`config.mk`:
```
export PLATFORM = sky130hd
export DESIGN_NAME = alu_issue_stage
export DESIGN_NICKNAME = d
export VERILOG_FILES = /design/src/rtl/alu_issue_stage.sv
export SDC_FILE = /design/constraint.sdc
export NUM_CORES = 1
export LEC_CHECK = 0
export CAP_MARGIN = 0
export CORE_MARGIN = 3
export CORE_UTILIZATION = 30
export DETAILED_ROUTE_END_ITERATION = 8
export PLACE_DENSITY_LB_ADDON = 0.1
export SYNTH_ARGS = -nofsm -noshare
export SYNTH_HDL_FRONTEND = slang
export SYNTH_SLANG_ARGS = --single-unit
```
`constraint.sdc`:
```
create_clock -name clk -period 1.8 [get_ports clk]
set_input_delay 0.18 -clock clk [delete_from_list [all_inputs] [get_ports clk]]
set_output_delay 0.18 -clock clk [all_outputs]
set_load 0.01 [all_outputs]
```
`src/rtl/alu_issue_stage.sv`:
```
// Issue/execute/writeback feeder for the 4-bit combinational ALU: regfile read, EX register, WB update.
// Optional macro ALU_BYPASS_EN: forward alu_result to a dependent operand instead of stalling one cycle.
module alu_issue_stage #(
  parameter int WIDTH  = 4,
  parameter int NREGS  = 4,
  parameter int ADDR_W = 2
) (
  input  logic              clk,
  input  logic              rst,
  input  logic              in_valid,
  output logic              in_ready,
  input  logic [2:0]        in_op,
  input  logic [ADDR_W-1:0] in_rd,
  input  logic [ADDR_W-1:0] in_rs1,
  input  logic [ADDR_W-1:0] in_rs2,
  input  logic              in_use_imm,
  input  logic [WIDTH-1:0]  in_imm,
  output logic [WIDTH-1:0]  alu_a,
  output logic [WIDTH-1:0]  alu_b,
  output logic [2:0]        alu_op,
  input  logic [WIDTH-1:0]  alu_result,
  input  logic              alu_zero,
  output logic              wb_valid,
  output logic [ADDR_W-1:0] wb_rd,
  output logic [WIDTH-1:0]  wb_data,
  output logic              zero_flag,
  input  logic [ADDR_W-1:0] dbg_addr,
  output logic [WIDTH-1:0]  dbg_data
);

  logic [NREGS-1:0][WIDTH-1:0] regs;
  logic                        ex_valid;
  logic [ADDR_W-1:0]           ex_rd;
  logic [WIDTH-1:0]            opa, opb;
  logic                        hit1, hit2, accept;

  // Source matches the op currently in EX, whose result is not yet in the array.
  assign hit1 = ex_valid && (in_rs1 == ex_rd);
  assign hit2 = ex_valid && !in_use_imm && (in_rs2 == ex_rd);

`ifdef ALU_BYPASS_EN
  assign in_ready = ~rst;
  assign opa      = hit1 ? alu_result : regs[in_rs1];
  assign opb      = in_use_imm ? in_imm : (hit2 ? alu_result : regs[in_rs2]);
`else
  assign in_ready = ~rst & ~(hit1 | hit2);
  assign opa      = regs[in_rs1];
  assign opb      = in_use_imm ? in_imm : regs[in_rs2];
`endif

  assign accept   = in_valid & in_ready;
  assign dbg_data = regs[dbg_addr];

  always_ff @(posedge clk or posedge rst) begin
    if (rst) begin
      regs      <= '0;
      ex_valid  <= 1'b0;
      ex_rd     <= '0;
      alu_a     <= '0;
      alu_b     <= '0;
      alu_op    <= '0;
      wb_valid  <= 1'b0;
      wb_rd     <= '0;
      wb_data   <= '0;
      zero_flag <= 1'b0;
    end else begin
      ex_valid <= accept;
      wb_valid <= ex_valid;
      // alu_* hold their last value while EX is empty.
      if (accept) begin
        alu_a  <= opa;
        alu_b  <= opb;
        alu_op <= in_op;
        ex_rd  <= in_rd;
      end
      if (ex_valid) begin
        regs[ex_rd] <= alu_result;
        wb_rd       <= ex_rd;
        wb_data     <= alu_result;
        zero_flag   <= alu_zero;
      end
    end
  end

endmodule

```
==> flow_summary.ini, run 1 <==
[timing]
fin_skew_ps = 5.660
rsz0062_at_grt = false
min_period_over_period = 0.9376
period_needed_ps = 1688
whs_ps = 313.0
final.setup.worst_slack_ps = 112.3
fmax_ghz = 0.5925
hold_viol = 0
slew_headroom = 0.8067
setup_violations = 0
drv_slew = 0
tightest_slew_ps = 289.9

[pwr]
p_leak_nw = 1.142
ir_drop_mv = 0.4796
power.density_nw_per_um2 = 1374

[routing]
dr.pass1.iters = 4
post-route-drc-count = 0
antenna_left = 0
drtIter0Drc = 28
wl_per_cell_um = 15.99
via_count = 1207
routed_via_density = 4.828
wl_um = 3998

[logic_synthesis]
synth_cell_types = 15
yosys.area_share.xor_xnor = 0.01878
synth_cells = 108
synth-compound-area-share = 0
muxShareOfSynthArea = 0.4205
synth.top_cell.area_share = 0.5097
synth_most_common_cell = dfrtp_1
synth_edf_count = 0
synthTopCellsByArea = dfrtp_1 51%, mux2_2 19%, mux4_1 11%
synth_top_family_by_area = multiplexers
synth_area_per_cell_um2 = 17.27
async_flop_share = 1.000
yosys-top-cells-count = 38 x dfrtp_1, 31 x mux2_2, 9 x mux2_4
yosys_warnings = 0
synth_fa_ha_area_frac = 0
ys_seq_area_frac = 0.5097
syn_nets = 132
synth_area_leader_cell = dfrtp_1
synth-simple-area-share = 0.03286
synth_flop_cell = dfrtp_1
synth-seq-cells = 38
mappedNetlistArea_um2 = 1866

[die]
core_area_um2 = 5956
io_pins = 48
dieArea_um2 = 7200
die_y_um = 84.86
fp-row-count = 28
start_util = 0.3132
dieWidth_um = 84.86

[grt]
grt.total_usage = 0.1232
grt-ovfl-total = 0
grt_max_degree = 23
grt_pass1_wl_um = 6844
grt_pass1_vias = 1296
antenna_found_initial = 0

[critical_path]
rrSetupSlack_ps = 200
rr_worst_depth = 3
critPathKind = flip-flop to primary output
start_kind = flip-flop
r2r-start = regs[5]$_DFFE_PP0P_
worst_ep_arrival_time_ps = 1510
cp.required_ps = 1620
r2r_end = alu_b[1]$_DFFE_PP0P_
endpoint_kind = primary output
cp_max_fo = 3

[finish]
ff_latch_area_um2 = 950.9
nNetsFinal = 198
fillerInstances = 554
num_antenna_cells = 0
fin_util = 0.4477
area_delta_synth_final_pct = 42.92
drive_gt1_frac = 0.4114
multi_input_area_um2 = 888.4

[clock_tree]
cts_root_buf = clkbuf_8
path_clk_slew_ps = 70
cts_max_level = 2
cts_buffers = 5
cts_max_path_buffers = 2
clock_latency_ps = 280
numClockSinks = 38
cts_tree = built

[placement]
gp_congestion = 0.7225
io_buffers = 47
pre_cts_ws_ps = -277.8
hpwl_um = 3195

[run]
cap_violations = 0

[worst_hold_path]
hp-class = primary input to async pin

[outcome]
status = finished, final reports clean
## metrics by stage
step                power (W)  std cells  TNS [ps]  instance area [µm²]
global placement     0.002804        241     -2219                 2520
finish               0.003662        250         0                 2666
floorplan            0.002178        108         0                 1869
detailed placement   0.002845        241     -2495                 2520
global route         0.003901        250         0                 2666
CTS                  0.003716        250         0                 2659
## area by class of cell
| cell class | count | share of cell area |
|---|---|---|
| clock buffers | 6 | 0.03097 |
| well taps | 75 | 0.03519 |
| multi-input cells | 64 | 0.3332 |
| flip-flops and latches | 38 | 0.3566 |
| repair buffers | 63 | 0.2173 |
| inverters | 2 | 0.004223 |
| clock inverters | 2 | 0.02252 |
## worst max-delay path, stage by stage, from the launching register on
cell and delay, ps:
dfrtp_1 430, xnor2_1 160, nand3_1 130, and3_2 230
dlygate4sd2_1 280
## sequential cells by signal (all words and copies together) (netlist names)
signal	count
wb_valid	1
zero_flag	1
alu_op	3
ex_valid	1
alu_b	4
ex_rd	2
regs	16
alu_a	4
wb_rd	2
wb_data	4
## how the worst max path moves through the flow
stage                                      end  cells after the start            startpoint  slack [ps]
after floorplan           alu_a[0]$_DFFE_PP0P_                      4                   rst         130
after global placement    alu_b[1]$_DFFE_PP0P_                      4             in_rs2[1]        -260
after detailed placement  alu_b[1]$_DFFE_PP0P_                      4             in_rs2[1]        -280
after CTS                             in_ready                      4  ex_rd[0]$_DFFE_PP0P_          80
after global routing                  in_ready                      4  ex_rd[0]$_DFFE_PP0P_          20
final                                 in_ready                      4  ex_rd[0]$_DFFE_PP0P_         110
## cells in the final DEF (no fill, tap or decap), drive strengths merged
cell type	instances
and3	1
buf	16
bufinv	2
clkbuf	6
clkdlybuf4s50	38
clkinvlp	1
dfrtp	38
dlygate4sd2	9
inv	1
mux2	40
mux4	12
nand3	2
nand3b	2
nand4	1
nand4b	1
nor3b	1
xnor2	4
## kinds of logic after synthesis
group	count (synthesis)
XOR/XNOR	4
buffers and inverters	6
multiplexers	52
AND/OR/NAND/NOR	8
flip-flops	38
## routing by layer
| layer | vias up | GRT usage | wire length (µm) |
|---|---|---|---|
| li1 | 550 | - | - |
| met1 | 622 | 0.1633 | 1797 |
| met2 | 33 | 0.1957 | 1953 |
| met3 | 2 | 0.03883 | 223 |
| met4 | 0 | 0.03453 | 24 |
| met5 | - | 0 | 0 |
## repair_timing
action                                  4_1_cts  5_1_grt
hold buffers                                  0        0
endpoints found under the setup margin        5        1
buffers inserted                              1        0
pin swaps                                     0        3
resized for setup                             9        1
## power breakdown
part	internal (W)	switching, W
logic	0.000917	0.000403
clock network	0.000591	0.000294
registers	0.00119	0.000266
total	0.00270	0.000963
Note: power is estimated with default switching activity, not from simulation.
==> inputs of run 2 (changes only) <==
--- a/config.mk
+++ b/config.mk
@@ -8,6 +8,7 @@
 export CAP_MARGIN = 0
 export CORE_MARGIN = 3
 export CORE_UTILIZATION = 30
+export CTS_CLUSTER_DIAMETER = 50
 export DETAILED_ROUTE_END_ITERATION = 8
 export PLACE_DENSITY_LB_ADDON = 0.1
 export SYNTH_ARGS = -nofsm -noshare
==> results of run 2 <==
The final DEF is identical to that of run 1; final timing and power are the same.
==> inputs of run 3 (changes only) <==
--- a/config.mk
+++ b/config.mk
@@ -7,10 +7,11 @@
 export LEC_CHECK = 0
 export CAP_MARGIN = 0
 export CORE_MARGIN = 3
-export CORE_UTILIZATION = 30
+export CORE_UTILIZATION = 41
 export CTS_CLUSTER_DIAMETER = 50
 export DETAILED_ROUTE_END_ITERATION = 8
 export PLACE_DENSITY_LB_ADDON = 0.1
+export SKIP_CTS_REPAIR_TIMING = 1
 export SYNTH_ARGS = -nofsm -noshare
 export SYNTH_HDL_FRONTEND = slang
 export SYNTH_SLANG_ARGS = --single-unit
==> flow_summary.ini, run 3 (synthesis results as in run 1) <==
[outcome]
status = finished, final reports clean

[finish]
drive_gt1_frac = 0.4091
multi_input_area_um2 = 880.8
fillerInstances = 337
final-instance-count-excl-fill = 226
area_delta_synth_final_pct = 41.05
num_antenna_cells = 0
layout_commonest_cell = clkdlybuf4s50_1
final_cell_mix = 39 x clkdlybuf4s50_1, 38 x dfrtp_1, 31 x mux2_2, 16 x buf_4, 9 x mux2_4
regMostFlops = regs
nNetsFinal = 199
largest_reg_flops = 16
ff_latch_area_um2 = 950.9

[die]
die_y_um = 73.46
io_pins = 48
dieWidth_um = 73.46
start_util = 0.4440
dieArea_um2 = 5396
core_area_um2 = 4202
fp-row-count = 23

[routing]
routed_via_density = 5.447
dr.pass1.iters = 2
drtIter0Drc = 56
post-route-drc-count = 0
antenna_left = 0
wl_um = 3936
wl_per_cell_um = 17.42
via_count = 1231

[critical_path]
critPathKind = primary input to flip-flop
rr_worst_depth = 6
slowest_delay_ps = 580
slowest_stage = clkdlybuf4s50_1
r2r-start = ex_rd[0]$_DFFE_PP0P_
cp_num_buf_inv = 1
cp.required_ps = 1970
r2r_end = alu_op[2]$_DFFE_PP0P_
endpoint_kind = flip-flop
rrSetupSlack_ps = 150
start_kind = primary input
crit_family = multiplexers
cp_max_fo = 4
crit_path_cell_trace = clkdlybuf4s50_1 > mux4_1 > mux2_2 > mux2_4
worst_ep_arrival_time_ps = 1850

[grt]
grt-ovfl-total = 0
grt_pass1_vias = 1291
antenna_found_initial = 0
grt_pass1_wl_um = 6285
grt.total_usage = 0.1575
grt_max_degree = 26

[timing]
tightest_slew_ps = 319.3
fin_skew_ps = 4.610
whs_ps = 318.1
fmax_ghz = 0.5968
period_needed_ps = 1676
min_period_over_period = 0.9309
rsz0062_at_grt = false
drv_slew = 0
setup_violations = 0
hold_viol = 0
tns_ps = 0
final.setup.worst_slack_ps = 124.5
slew_headroom = 0.7872

[clock_tree]
path_clk_slew_ps = 70
cts_tree = built
numClockSinks = 38
cts_root_buf = clkbuf_8
cts_buffers = 5
cts_max_path_buffers = 2
cts_max_level = 2
clock_latency_ps = 280

[pwr]
power.density_nw_per_um2 = 1294
p_leak_nw = 1.184
power_w = 0.003404
ir_drop_mv = 0.5686

[placement]
io_buffers = 47
hpwl_um = 3101
gp_congestion = 0.7617
dp_cells = 217
pre_cts_ws_ps = -239.3

[worst_hold_path]
hp-class = primary input to async pin

[run]
cap_violations = 0
## run 3: cell types whose count changed in the layout (fill, tap and decap cells not counted)
cell             previous run  this run
xnor2_1                     3         4
clkdlybuf4s50_1            38        39
dlygate4sd2_1               9         0
xnor2_2                     1         0
buf_12                      0         1
clkinv_2                    0         1
dlymetal6s2s_1              0         8
clkinvlp_4                  1         2
bufinv_16                   2         0
## run 3: final cells by class
type / count / area share
clock buffer: 6 / 0.03138
clock inverter: 2 / 0.004755
inverter: 2 / 0.004280
multi-input combinational: 64 / 0.3348
sequential: 38 / 0.3614
tap: 50 / 0.02378
timing repair buffer: 64 / 0.2397
## run 3: layer usage
layer  global-route usage  part of all wire
met5                    0                 0
met4              0.06640             0.017
met3              0.03694             0.064
met2               0.2717              0.51
met1               0.1868              0.40
## run 3: worst min-delay path: cells and delay by family
| kind | cells | cell delay (ps) |
|---|---|---|
| buffers and inverters | 3 | 780 |
## run 3: worst max-delay path by stage
stage | slack, ps | end | cells after the start | from
global placement | -200 | alu_b[0]$_DFFE_PP0P_ | 4 | in_rs2[1]
global route | 50 | alu_b[3]$_DFFE_PP0P_ | 4 | in_rs2[0]
finish | 120 | alu_b[2]$_DFFE_PP0P_ | 4 | in_rs2[0]
CTS | -180 | in_ready | 5 | in_rs2[1]
floorplan | 130 | alu_a[0]$_DFFE_PP0P_ | 4 | rst
detailed placement | -240 | alu_b[1]$_DFFE_PP0P_ | 4 | in_rs2[1]
## run 3: power by group
group          total [W]  leakage [nW]  switching (W)  internal [W]
logic            0.00134         0.689       0.000401      0.000941
clock network   0.000595        0.0472       0.000288      0.000307
registers        0.00147         0.448       0.000276       0.00119
total            0.00340          1.18       0.000965       0.00244
## run 3: stage by stage
stage,utilization,area (µm²)
after floorplan,-,1869
after global placement,0.5971,2509
after detailed placement,0.5971,2509
after CTS,0.6197,2604
after global routing,0.6263,2631
final,0.6263,2631
